--- src/rtl/mem_if.sv ---
// mem_if: splits the CPU's 16-bit byte-addressed port into even/odd 8-bit BRAM banks and rebuilds the little-endian read word.
// Latency: bank address/enable/data are combinational; rd_data is valid one clock after addr/byt (BRAM output register).
// Backpressure: none, a new access is accepted every cycle. Optional feature macro: MEM_UNALIGNED_EN (odd-address word accesses).
`ifndef ADDR_WIDTH
`define ADDR_WIDTH 12
`endif

module mem_if (
    input  logic                     rst,
    input  logic                     clk,
    input  logic [`ADDR_WIDTH-1:0]   addr,
    input  logic                     wr,
    input  logic                     byt,
    input  logic [15:0]              wr_data,
    output logic [15:0]              rd_data,
    output logic                     bram_rst,
    output logic                     bram_clk,
    output logic                     wr_lo,
    output logic                     wr_hi,
    output logic [`ADDR_WIDTH-2:0]   addr_lo,
    output logic [`ADDR_WIDTH-2:0]   addr_hi,
    output logic [7:0]               wr_data_lo,
    output logic [7:0]               wr_data_hi,
    input  logic [7:0]               rd_data_lo,
    input  logic [7:0]               rd_data_hi
);
    localparam int AW = `ADDR_WIDTH;
    localparam logic [AW-1:0] ONE_A = 1;

    logic          a0_eff;
    logic [AW-1:0] addr_eff;
    logic [AW-1:0] addr_eff_p1;
    logic          a0_d;
    logic          byt_d;

    // Without unaligned support a word access is treated as if addr[0] were 0.
`ifdef MEM_UNALIGNED_EN
    assign a0_eff = addr[0];
`else
    assign a0_eff = addr[0] & byt;
`endif

    assign addr_eff    = {addr[AW-1:1], a0_eff};
    assign addr_eff_p1 = addr_eff + ONE_A;

    assign bram_rst = rst;
    assign bram_clk = clk;

    // The low bank always holds the even byte of the pair, so an odd start spills into the next row (wrapping at the top).
    assign addr_hi = addr[AW-1:1];
    assign addr_lo = addr_eff_p1[AW-1:1];

    assign wr_lo = wr & (~byt | ~a0_eff);
    assign wr_hi = wr & (~byt | a0_eff);

    assign wr_data_lo = (a0_eff & ~byt) ? wr_data[15:8] : wr_data[7:0];
    assign wr_data_hi = (a0_eff | byt)  ? wr_data[7:0]  : wr_data[15:8];

    always_ff @(posedge clk or posedge rst) begin
        if (rst) begin
            a0_d  <= 1'b0;
            byt_d <= 1'b0;
        end else begin
            a0_d  <= a0_eff;
            byt_d <= byt;
        end
    end

    always_comb begin
        rd_data = {rd_data_hi, rd_data_lo};
        if (byt_d) begin
            rd_data = {8'h00, (a0_d ? rd_data_hi : rd_data_lo)};
        end else if (a0_d) begin
            rd_data = {rd_data_lo, rd_data_hi};
        end
    end

endmodule

--- config.mk ---
export PLATFORM = sky130hd
export DESIGN_NAME = mem_if
export DESIGN_NICKNAME = d
export VERILOG_FILES = /design/src/rtl/mem_if.sv
export SDC_FILE = /design/constraint.sdc
export NUM_CORES = 1
export LEC_CHECK = 0
export ABC_AREA = 1
export CORE_UTILIZATION = 26
export CTS_BUF_LIST = sky130_fd_sc_hd__clkbuf_2 sky130_fd_sc_hd__clkbuf_4 sky130_fd_sc_hd__clkbuf_8
export CTS_CLUSTER_DIAMETER = 50
export CTS_CLUSTER_SIZE = 30
export DETAILED_ROUTE_END_ITERATION = 7
export HOLD_SLACK_MARGIN = 0.05
export PLACE_DENSITY = 0.9
export SYNTH_ARGS = -nofsm -noshare
export SYNTH_HDL_FRONTEND = slang
export SYNTH_SLANG_ARGS = --single-unit
--- constraint.sdc ---
create_clock -name clk -period 1.5 [get_ports clk]
set_input_delay 0.225 -clock clk [delete_from_list [all_inputs] [get_ports clk]]
set_output_delay 0.225 -clock clk [all_outputs]
set_load 0.01 [all_outputs]
==> qor.txt <==
first-pass GRT wire length - 5.35 mm
#FFs+latches synth - 2
Ports - 106
initial antenna violation count - 0
utilization after layout - 71.6%
CORE AREA - 2810 um2
met1 usage - 21.9%
final slew viol count - 0
sequential area share after synthesis - 6.34%
Die H - 57.1 um
share of cells above drive strength 1 - 41.4%
Syn Inst Count - 131
Ys Warns - 0
worst slew pin tran - 0.409 ns
Synth cell types - 24
DP Wirelength - 2.47 mm
TritonCTS clock tree - built
Synth area leaders - nand2_1 16%, buf_4 12%, mux2_2 11%
routing usage on met2 - 38.0%
Starting DRT DRC Count - 70
DR vias/cell - 4.63
PD cells - 457 nW/um2
Post-CTS Hold Buffers - 0
Nets - 295
LEAKAGE - 0.00103 uW
die area - 3260 um2
RD Place Congestion - 0.791
Peak VDD IR - 0.574 mV
final hold violations - 0
vias after detailed routing - 1274
Synth top area share - 15.7%
Mapped Area - 790 um2
critical path endpoint category - output pin
class of the worst hold path - primary input to asynchronous set/reset pin
Max Fclk - 643 MHz
met3 Resource Use GR - 5.22%
Worst Path Arrival - 1.33 ns
worst relative slew slack - 72.7%
TritonRoute pass-1 iters - 6
leading area contributor after synthesis - nand2_1
post-route ant nets - 0
CP startpoint - a0_d
# DRC - 8
critical path fanouts, max - 15
Critical Path Source Type - flop
number of global-route vias before repair - 1266
routed wire length - 3.53 mm
multi-input logic area - 634 um2
crit path time final - 1.55 ns
outcome - finished with violations
drt wl/cell - 12.8 um
Ant. Diodes - 0
largest net degree at the start of global routing - 32
Die Wd - 57.1 um
clk slew on worst S/H paths - 0.04 ns
final instance area - 2010 um2
Tcrit/Tclk final - 104%
register area - 51.3 um2
total global-route track usage - 22.2%
failing checks - DRC, setup timing
GR peak layer - met2
Row Count - 19
max_cap viols - 0
placed inst area - 1870 um2
Setup CP Type - flop to output pin
Final WS setup - -0.0543 ns
Initial Utilization - 28.1%
CP Data Required Time - 1.27 ns
Layout area overhead - 155%
# fillers - 205
RSZ-0062 raised after global routing - yes
mean post-synth cell area - 6.03 um2
Mapped Nets - 180
IO buf count - 105
GR Overflow Total - 0
setup violators final - 9
synth_stat cells:
cell type / count
o21ai_0: 7
a21oi_1: 2
nor2_1: 10
nand4_1: 2
nor2_8: 1
mux2_2: 8
ha_1: 1
nor2_4: 1
inv_1: 17
clkbuf_1: 9
nand2_1: 33
nand2_4: 1
xnor2_2: 1
a211oi_1: 7
buf_4: 13
xnor2_1: 1
nand3_1: 3
nand2_2: 1
buf_6: 1
dfrtp_1: 2
xor2_1: 3
nor2_2: 1
nand3b_1: 3
buf_2: 3
repair_timing:
action,4_1_cts,5_1_grt
cloned,0,2
endpoints found under the setup margin,51,22
buffers inserted,8,0
hold endpoints to repair,0,0
resized for setup,150,35
pin swaps,5,14
per-stage QoR:
| stage | instances | setup TNS, ns | power, uW | hold slack [ns] | setup slack (ns) |
|---|---|---|---|---|---|
| after global placement | 259 | -15.24 | 671 | 0.422 | -0.802 |
| after CTS | 273 | -0.185 | 905 | 0.0517 | -0.0367 |
| after detailed placement | 259 | -16.20 | 681 | 0.427 | -0.896 |
| after floorplan | 131 | 0 | 314 | -0.0338 | 0.0669 |
| final | 275 | -0.171 | 918 | 0.0525 | -0.0543 |
| after global routing | 275 | -0.894 | 974 | 0.0761 | -0.102 |
power by group:
group	total [uW]	switching [uW]	internal [uW]
registers	65.5	8.19	57.3
clock network	319	108	210
logic	534	227	308
total	918	343	575
worst max-delay path by stage:
| stage | to | slack (ns) |
|---|---|---|
| detailed placement | addr_lo[5] | -0.90 |
| global placement | addr_lo[5] | -0.80 |
| floorplan | addr_lo[5] | 0.07 |
| CTS | rd_data[14] | -0.04 |
| finish | rd_data[14] | -0.05 |
| global route | rd_data[14] | -0.10 |
layer usage:
metal,vias up,part of all wire (%)
met1,559,35
met4,0,5.5
met3,16,7.2
met5,-,0
met2,71,52
li1,628,-
cell families after synthesis:
logic type | synth area share (%)
xor gates and xnor gates | 6.50
AOI/OAI and AO/OA | 12.4
buffers and inverters | 28.0
DFF | 6.34
muxes | 11.4
and+or+nand+nor | 33.8
adders and majority gates | 1.58
flip-flops by register name, indices dropped and copies added, names as in the netlist:
register and flops:
a0_d 1, byt_d 1
critical path, cell delays in order, from the launching register on:
cell and delay (ns):
dfrtp_2 0.43, clkbuf_16 0.19, nor2_1 0.05, a211oi_2 0.15, buf_2 0.16
cell type report:
class                      count  area share (%)
tap                           31            1.93
inverter                      17            3.55
multi-input combinational     86            31.6
timing repair buffer         132            57.7
clock buffer                   7            2.74
sequential                     2            2.55
cell usage in the layout (no fill, tap or decap), types with 4 or more instances in the layout:
| cell | count |
|---|---|
| mux2_2 | 8 |
| buf_4 | 26 |
| o21ai_1 | 4 |
| dlymetal6s2s_1 | 4 |
| clkdlybuf4s50_1 | 49 |
| nor2_4 | 4 |
| clkbuf_4 | 6 |
| nand2_1 | 29 |
| buf_2 | 23 |
| inv_1 | 15 |
| a211oi_2 | 7 |
| dlygate4sd2_1 | 21 |
| nor2_2 | 5 |
Power figures use the tool's default switching activity.
